## config.mk

```make
export PLATFORM = sky130hd
export DESIGN_NAME = fp_scoreboard
export DESIGN_NICKNAME = d
export VERILOG_FILES = /design/src/rtl/fp_scoreboard_pkg.sv /design/src/rtl/fp_sb_hazard_check.sv /design/src/rtl/fp_scoreboard.sv
export SDC_FILE = /design/constraint.sdc
export NUM_CORES = 1
export LEC_CHECK = 0
export ABC_AREA = 0
export ABC_CLOCK_PERIOD_IN_PS = 6400
export BUFFER_PORTS_ARGS = -buffer_cell sky130_fd_sc_hd__clkbuf_2
export CAP_MARGIN = 5
export CORE_MARGIN = 2
export CORE_UTILIZATION = 54
export CTS_CLUSTER_DIAMETER = 60
export DETAILED_ROUTE_END_ITERATION = 10
export PLACE_DENSITY = 0.84
export SLEW_MARGIN = 5
export SYNTH_ARGS = -nofsm -noshare
export SYNTH_HDL_FRONTEND = slang
export SYNTH_SLANG_ARGS = --single-unit
```

## constraint.sdc

```tcl
create_clock -name clk -period 6.4 [get_ports clk]
set_input_delay 0.64 -clock clk [delete_from_list [all_inputs] [get_ports clk]]
set_output_delay 0.64 -clock clk [all_outputs]
set_load 0.02 [all_outputs]
```

## src/rtl/fp_scoreboard_pkg.sv

```systemverilog
// Shared FP register-file constants, ID-field bundle and hazard bits.
// Imported by the FP scoreboard and its hazard checker.
package fp_scoreboard_pkg;

  localparam int FP_NUM_REGS  = 32;
  localparam int FP_REG_IDX_W = 5;

  typedef logic [FP_REG_IDX_W-1:0] fp_idx_t;
  typedef logic [FP_NUM_REGS-1:0]  fp_mask_t;

  // Op-class encoding shared with the decoder.
  typedef enum logic [1:0] {
    FP_OPC_NONE = 2'd0,
    FP_OPC_SC   = 2'd1,
    FP_OPC_MC   = 2'd2
  } fp_opc_e;

  typedef struct packed {
    logic    valid;
    fp_idx_t rs1;
    fp_idx_t rs2;
    fp_idx_t rs3;
    logic    use1;
    logic    use2;
    logic    use3;
    fp_idx_t rd;
    logic    rw;
    logic    is_mc;
  } id_fp_t;

  typedef struct packed {
    logic raw;
    logic waw;
    logic str;
  } fp_haz_t;

  function automatic fp_mask_t fp_onehot(input fp_idx_t i);
    return fp_mask_t'(1) << i;
  endfunction

endpackage

```

## src/rtl/fp_sb_hazard_check.sv

```systemverilog
// Combinational RAW / WAW / structural hazard detection for ID.
// In: pending mask, outstanding count, ID fields. Out: hazard bits, stall.
module fp_sb_hazard_check
  import fp_scoreboard_pkg::*;
#(
  parameter int MAX_OUTSTANDING = 4,
  parameter int CNT_W           = 3
) (
  input  fp_mask_t         i_pending,
  input  logic [CNT_W-1:0] i_outstanding,
  input  id_fp_t           i_id,
  output fp_haz_t          o_haz,
  output logic             o_stall
);

  logic w_full;

  assign w_full =
    (i_outstanding == CNT_W'(MAX_OUTSTANDING));

  always_comb begin
    o_haz = '0;
    o_haz.raw = i_id.valid &&
      ((i_id.use1 && i_pending[i_id.rs1]) ||
       (i_id.use2 && i_pending[i_id.rs2]) ||
       (i_id.use3 && i_pending[i_id.rs3]));
    o_haz.waw = i_id.valid && i_id.rw &&
      i_pending[i_id.rd];
    o_haz.str = i_id.valid && i_id.is_mc &&
      w_full;
    o_stall = o_haz.raw | o_haz.waw | o_haz.str;
  end

endmodule

```

## src/rtl/fp_scoreboard.sv

```systemverilog
// Pending-write scoreboard for multi-cycle FP ops (FDIV/FSQRT).
// In: ID fields, issue_fire, mc completion/flush. Out: stall, pending, outstanding, sb_error.
module fp_scoreboard
  import fp_scoreboard_pkg::*;
#(
  parameter int MAX_OUTSTANDING = 4,
  parameter int CNT_W           = 3
) (
  input  logic             clk,
  input  logic             rst_n,
  input  logic             id_valid,
  input  logic [4:0]       id_rs1,
  input  logic [4:0]       id_rs2,
  input  logic [4:0]       id_rs3,
  input  logic             id_use_rs1,
  input  logic             id_use_rs2,
  input  logic             id_use_rs3,
  input  logic [4:0]       id_fp_rd,
  input  logic             id_fp_reg_write,
  input  logic             id_is_mc,
  input  logic             issue_fire,
  input  logic             mc_done_valid,
  input  logic [4:0]       mc_done_rd,
  input  logic             mc_flush,
  output logic             stall,
  output logic [31:0]      pending,
  output logic [CNT_W-1:0] outstanding,
  output logic             sb_error
);

  fp_mask_t         r_pending;
  logic [CNT_W-1:0] r_cnt;
  logic             r_err;

  id_fp_t           w_id;
  fp_haz_t          w_haz;
  logic             w_stall;
  logic             w_issue;
  logic             w_inc;
  logic             w_done_ok;
  logic             w_err_set;
  fp_mask_t         w_pend_nxt;
  logic [CNT_W-1:0] w_cnt_nxt;

  assign w_id.valid = id_valid;
  assign w_id.rs1   = id_rs1;
  assign w_id.rs2   = id_rs2;
  assign w_id.rs3   = id_rs3;
  assign w_id.use1  = id_use_rs1;
  assign w_id.use2  = id_use_rs2;
  assign w_id.use3  = id_use_rs3;
  assign w_id.rd    = id_fp_rd;
  assign w_id.rw    = id_fp_reg_write;
  assign w_id.is_mc = id_is_mc;

  fp_sb_hazard_check #(
    .MAX_OUTSTANDING (MAX_OUTSTANDING),
    .CNT_W           (CNT_W)
  ) u_haz (
    .i_pending     (r_pending),
    .i_outstanding (r_cnt),
    .i_id          (w_id),
    .o_haz         (w_haz),
    .o_stall       (w_stall)
  );

  assign w_issue = issue_fire && id_is_mc &&
                   id_fp_reg_write;

  // A completion only counts if it matches a tracked op.
  assign w_done_ok = mc_done_valid &&
                     r_pending[mc_done_rd] &&
                     (r_cnt != '0);

  // Saturate rather than wrap on an illegal over-issue.
  assign w_inc = w_issue && (r_cnt != '1);

  always_comb begin
    w_pend_nxt = r_pending;
    w_cnt_nxt  = r_cnt;
    if (w_done_ok)
      w_pend_nxt = w_pend_nxt &
                   ~fp_onehot(mc_done_rd);
    // Set after clear: set wins on same rd.
    if (w_issue)
      w_pend_nxt = w_pend_nxt |
                   fp_onehot(id_fp_rd);
    unique case ({w_inc, w_done_ok})
      2'b10:   w_cnt_nxt = r_cnt + CNT_W'(1);
      2'b01:   w_cnt_nxt = r_cnt - CNT_W'(1);
      default: w_cnt_nxt = r_cnt;
    endcase
    if (mc_flush) begin
      w_pend_nxt = '0;
      w_cnt_nxt  = '0;
    end
  end

  // A completion racing a flush is not a violation.
  assign w_err_set =
    (issue_fire && (|w_haz)) ||
    (!mc_flush && mc_done_valid && !w_done_ok) ||
    (w_issue && mc_done_valid &&
     (mc_done_rd == id_fp_rd));

  always_ff @(posedge clk) begin
    if (!rst_n) begin
      r_pending <= '0;
      r_cnt     <= '0;
      r_err     <= 1'b0;
    end else begin
      r_pending <= w_pend_nxt;
      r_cnt     <= w_cnt_nxt;
      r_err     <= r_err | w_err_set;
    end
  end

  assign stall       = w_stall;
  assign pending     = r_pending;
  assign outstanding = r_cnt;
  assign sb_error    = r_err;

endmodule

```

* Word level (Yosys, flattened, before mapping)
Cells that the tools add are included.
** Word-level totals
- Bits in registers :: 36
- Output and inout bits :: 37
- Logic and storage cells :: 65
** Operators by class
- Add/sub/neg operators :: 2
- Magnitude comparators :: 5
- Equality and inequality tests :: 5
- Shift operators :: 2
- Mux-type cells :: 13
- Bitwise logic cells :: 7
- Reduce and logical (&&, ||, !) cells :: 28
** Operators by type and width (number)
- $mux W32 :: 2
- $shl A1 B5 Y32 const A :: 2
- $and A32 B32 Y32 :: 1
- $not A32 Y32 :: 1
- $or A32 B32 Y32 :: 1
- $lt A5 B6 Y1 const B :: 5
- $bmux W1 S5 :: 5
- $logic_and A1 B1 Y1 :: 18
- $pmux W3 S2 :: 1
- $eq A5 B5 Y1 :: 1
- $mux W1 :: 5
- $logic_or A1 B1 Y1 :: 4
- $add A3 B1 Y3 const B :: 1
- $eq A3 B3 Y1 const B :: 1
- $ne A3 B3 Y1 const B :: 1
- $or A1 B1 Y1 :: 3
- $reduce_bool A3 Y1 :: 1
- $reduce_or A3 Y1 :: 1
- $sub A3 B1 Y3 const B :: 1
- $eq A2 B1 Y1 const B :: 1
- $eq A2 B2 Y1 const B :: 1
- $logic_not A1 Y1 :: 2
- $reduce_bool A2 Y1 :: 1
- $reduce_or A2 Y1 :: 1
- $not A1 Y1 :: 1

* Depth between registers and ports, before layout
- Word-level depth :: 11
- Gate-level depth with buffers :: 11

* Modules after synthesis
Synthesis repeated with hierarchy kept, for this count alone.
** Unflattened totals
- Cell total of the unflattened synthesis :: 357
- Area total of the unflattened synthesis :: 3324.4 µm²
** By module, submodules not included
- fp_scoreboard :: times used 1, cells each 274, area an instance 2194.6 µm², sequential area each 720.7 µm²
- fp_sb_hazard_check :: times used 1, cells each 83, area an instance 1129.8 µm², sequential area each 0.0 µm²

* Worst setup path before layout
Ideal clock, no wire load.
- Path kind :: input -> output
- Start :: input port id_rs3[1]
- End :: output port stall
- Arrival time :: 2552 ps
- Required time :: 5760 ps
- Setup slack :: 3208 ps
- Stages on the path :: 7
- Cell sequence :: buf_6 > mux4_2 > and2b_4 > a2111oi_4 > nor4_1 > or4_1 > o21a_1
** Between the ends
- Word-level cells in the longest chain between the ends :: 7
** Ends and longest elaborated chain
- from (decl) :: RTL line fp_scoreboard.sv:14 : input logic [4:0] id_rs3,
- $bmux W1 S5 :: RTL line fp_sb_hazard_check.sv:26 : (i_id.use3 && i_pending[i_id.rs3]));
- $mux W1 (not written as such) :: RTL line fp_sb_hazard_check.sv:26
- $logic_and A1 B1 Y1 :: RTL line fp_sb_hazard_check.sv:26
- $logic_or A1 B1 Y1 :: RTL line fp_sb_hazard_check.sv:25 : (i_id.use2 && i_pending[i_id.rs2]) ||
- $logic_and A1 B1 Y1 :: RTL line fp_sb_hazard_check.sv:23 : o_haz.raw = i_id.valid &&
- $or A1 B1 Y1 (2 in a row) :: RTL line fp_sb_hazard_check.sv:31 : o_stall = o_haz.raw | o_haz.waw | o_haz.str;
- to (decl) :: RTL line fp_scoreboard.sv:25 : output logic stall,
Every way passes these cells. The select of a mux whose other input is x is not followed.

* Final worst setup path
Same ends and word-level chain as after synthesis.

==> metrics.cfg <==
[timing]
slew_headroom_pct=42.9
postLayoutSetupSlackWorst_ps=2870
timing_worst_slew_pin_value_ps=849
maxClockFrequency_ghz=0.284
layout_worst_path_cycle_share_pct=55.1
final_period_minus_worst_setup_slack_ps=3530
report.final.hold_viol_count=0
timing_max_transition_violations_final=0
rsz0062_at_grt=false
clock_skew_ps=7.72
timing.final.setup_violations=0
post_route_setup_tns_ps=0
holdWs_ps=560

[synthesis]
ys_dominant_reg_cell=sky130_fd_sc_hd__dfxtp_1
yosys_warnings=0
synth_most_common_cell=sky130_fd_sc_hd__nand2_1
postSynthRegisterBits=36
postSynthNetCount=334
synth_enable_flop_cells=0
syn_inst=296
synthDistinctLibCells=46
ys_seq_area_share_pct=23.5
synthesis.area_um2=3070
synth_top_cell_area_share_pct=25.0
synth.avg_cell_area_um2=10.4
synth_area_leaders=sky130_fd_sc_hd__mux4_2, sky130_fd_sc_hd__dfxtp_1, sky130_fd_sc_hd__mux4_1
synth_commonest_cells=sky130_fd_sc_hd__nand2_1, sky130_fd_sc_hd__dfxtp_1, sky130_fd_sc_hd__mux4_2, sky130_fd_sc_hd__o21ai_0, sky130_fd_sc_hd__a21oi_1
asyncSetResetFlopFracSynth_pct=0
synth_top_cell_by_area=sky130_fd_sc_hd__mux4_2

[floorplanning]
floorplan.initialDensity_pct=55.7
dieArea_um2=6300
floorplan.rows=27
core_area_um2=5510
chip_height_um=79.4
design.portCount=73
chipWidth_um=79.4

[clocking]
cts-resized-gates=0
postCtsHoldBufs=0
clock_path_buffers=2
postCtsSetupBuffers=0
cts_tree=built
cts_sinks=36
cts.htree.levels=2
clock_latency_ps=290
clkTransAtPathRegs_ps=70
cts_inserted_buffers=5
clock_tree.root_cell=sky130_fd_sc_hd__clkbuf_8

[global_route]
gr-total-overflow=0
first_global_vias=2907
grt_max_degree=20
groute.usage.overall_pct=30.9
grt_antenna_before_repair=0
global_route_wire_length_before_repair_um=14900

[final_layout]
stdcell_area_um2=3520
final-seq-area_um2=721
syn2layout_area_growth_pct=14.9
drive_above_1_share_pct=35.3
num-fill-cells=455
finalNonFillerCells=429
fin_nets=394
antennaDiodeCount=0
multi_input_comb_area_um2=2230
postLayoutCoreUtil_pct=64.0

[routing]
residual_antenna_violating_net_count_after_detailed_routing=0
via_count=3061
drt_drc_violations_left=0
wl_per_cell_um=21.6
post_drt_via_cell_ratio=7.14
drt_first_pass_iters=5
wirelength_um=9270
detail_route.iter0.violations=457

[place]
port_buffers=72
gp_congestion=0.938
dp_worst_setup_slack_ps=2870
dp_hpwl_um=7150
placedCellCount=421
post_dp_cell_area_um2=3430

[setup_path]
critical_path_required_ps=5760
critPathArrivalTime_ps=2890
crit_path_end_kind=output pin
worst-setup-path-type=in -> out
timing.critical_path.from_type=primary input
critPathMaxFanout=8

[worst_hold_path]
hold_path_class=reg -> reg

[power]
ir_worst_vdd_v=0.000117
finalPower_mw=0.473
p_leak_nw=1.33
power_density_nw_per_um2=134

[flow_run]
maximum_capacitance_violations=0

[outcome]
run_status=complete, no violations

worst paths after layout:
kind         slack (ps)  cells past startpoint        endpoint      startpoint
max                2870                      8           stall       id_rs3[1]
min                 560                      2  outstanding[2]  outstanding[2]
max reg2reg        3480                     10  outstanding[2]      pending[5]
min reg2reg         560                      2  outstanding[2]  outstanding[2]
layer usage:
layer,vias to the layer above,GRT usage [%],wire length [um]
li1,1299,-,-
met1,1472,41.0,3460
met2,251,50.3,4390
met3,39,6.14,1130
met4,0,11.6,290
met5,-,0,0
sequential cells by signal, summed over array words and instances, names as in the netlist:
| signal | cells |
|---|---|
| pending | 32 |
| outstanding | 3 |
| sb_error | 1 |
layout by cell type, fill, tap and decap left out, types with 2 or more instances in the layout:
cell type / n
sky130_fd_sc_hd__a21oi_1: 19
sky130_fd_sc_hd__a32o_1: 16
sky130_fd_sc_hd__and3_1: 2
sky130_fd_sc_hd__and4_1: 2
sky130_fd_sc_hd__clkbuf_2: 72
sky130_fd_sc_hd__clkbuf_8: 6
sky130_fd_sc_hd__dfxtp_1: 36
sky130_fd_sc_hd__inv_1: 6
sky130_fd_sc_hd__mux2_2: 8
sky130_fd_sc_hd__mux2i_1: 12
sky130_fd_sc_hd__mux4_1: 8
sky130_fd_sc_hd__mux4_2: 34
sky130_fd_sc_hd__nand2_1: 40
sky130_fd_sc_hd__nand2b_1: 6
sky130_fd_sc_hd__nand3_1: 2
sky130_fd_sc_hd__nand4_1: 3
sky130_fd_sc_hd__nor2_1: 14
sky130_fd_sc_hd__nor2b_1: 4
sky130_fd_sc_hd__nor3_1: 4
sky130_fd_sc_hd__nor3b_1: 4
sky130_fd_sc_hd__nor4_1: 4
sky130_fd_sc_hd__o21a_1: 2
sky130_fd_sc_hd__o21ai_0: 20
sky130_fd_sc_hd__o31ai_1: 3
sky130_fd_sc_hd__or3_1: 2
sky130_fd_sc_hd__or4_1: 3
sky130_fd_sc_hd__xnor2_1: 2
sky130_fd_sc_hd__xor2_1: 5
power by group:
part	internal (mW)	switching (mW)
Clock	0.0875	0.0821
Combinational	0.0310	0.0458
Sequential	0.225	0.00150
worst max-delay path, stage by stage:
cell and delay [ps]:
sky130_fd_sc_hd__clkbuf_2 220, sky130_fd_sc_hd__mux4_2 530, sky130_fd_sc_hd__and2b_4 180, sky130_fd_sc_hd__a2111oi_4 320, sky130_fd_sc_hd__nor4_1 130, sky130_fd_sc_hd__or4_1 520, sky130_fd_sc_hd__o21a_1 180, sky130_fd_sc_hd__clkbuf_2 150
area by class of cell:
| type | instances | area share [%] |
|---|---|---|
| Sequential cell | 36 | 20.5 |
| Timing Repair Buffer | 73 | 10.4 |
| Clock inverter | 1 | 0.213 |
| Tap cell | 72 | 2.56 |
| Inverter | 6 | 0.639 |
| Multi-Input combinational cell | 234 | 63.2 |
| Clock buffer | 7 | 2.45 |
cell families after synthesis:
family / after synthesis / share of synthesized area (%)
simple gates: 96 / 15.6
mux: 62 / 38.7
fa+ha+maj: 2 / 1.06
compound gates: 67 / 15.3
flops: 36 / 23.5
buf+inv: 26 / 3.84
xor+xnor: 7 / 2.00
Power figures use the tool's default switching activity.
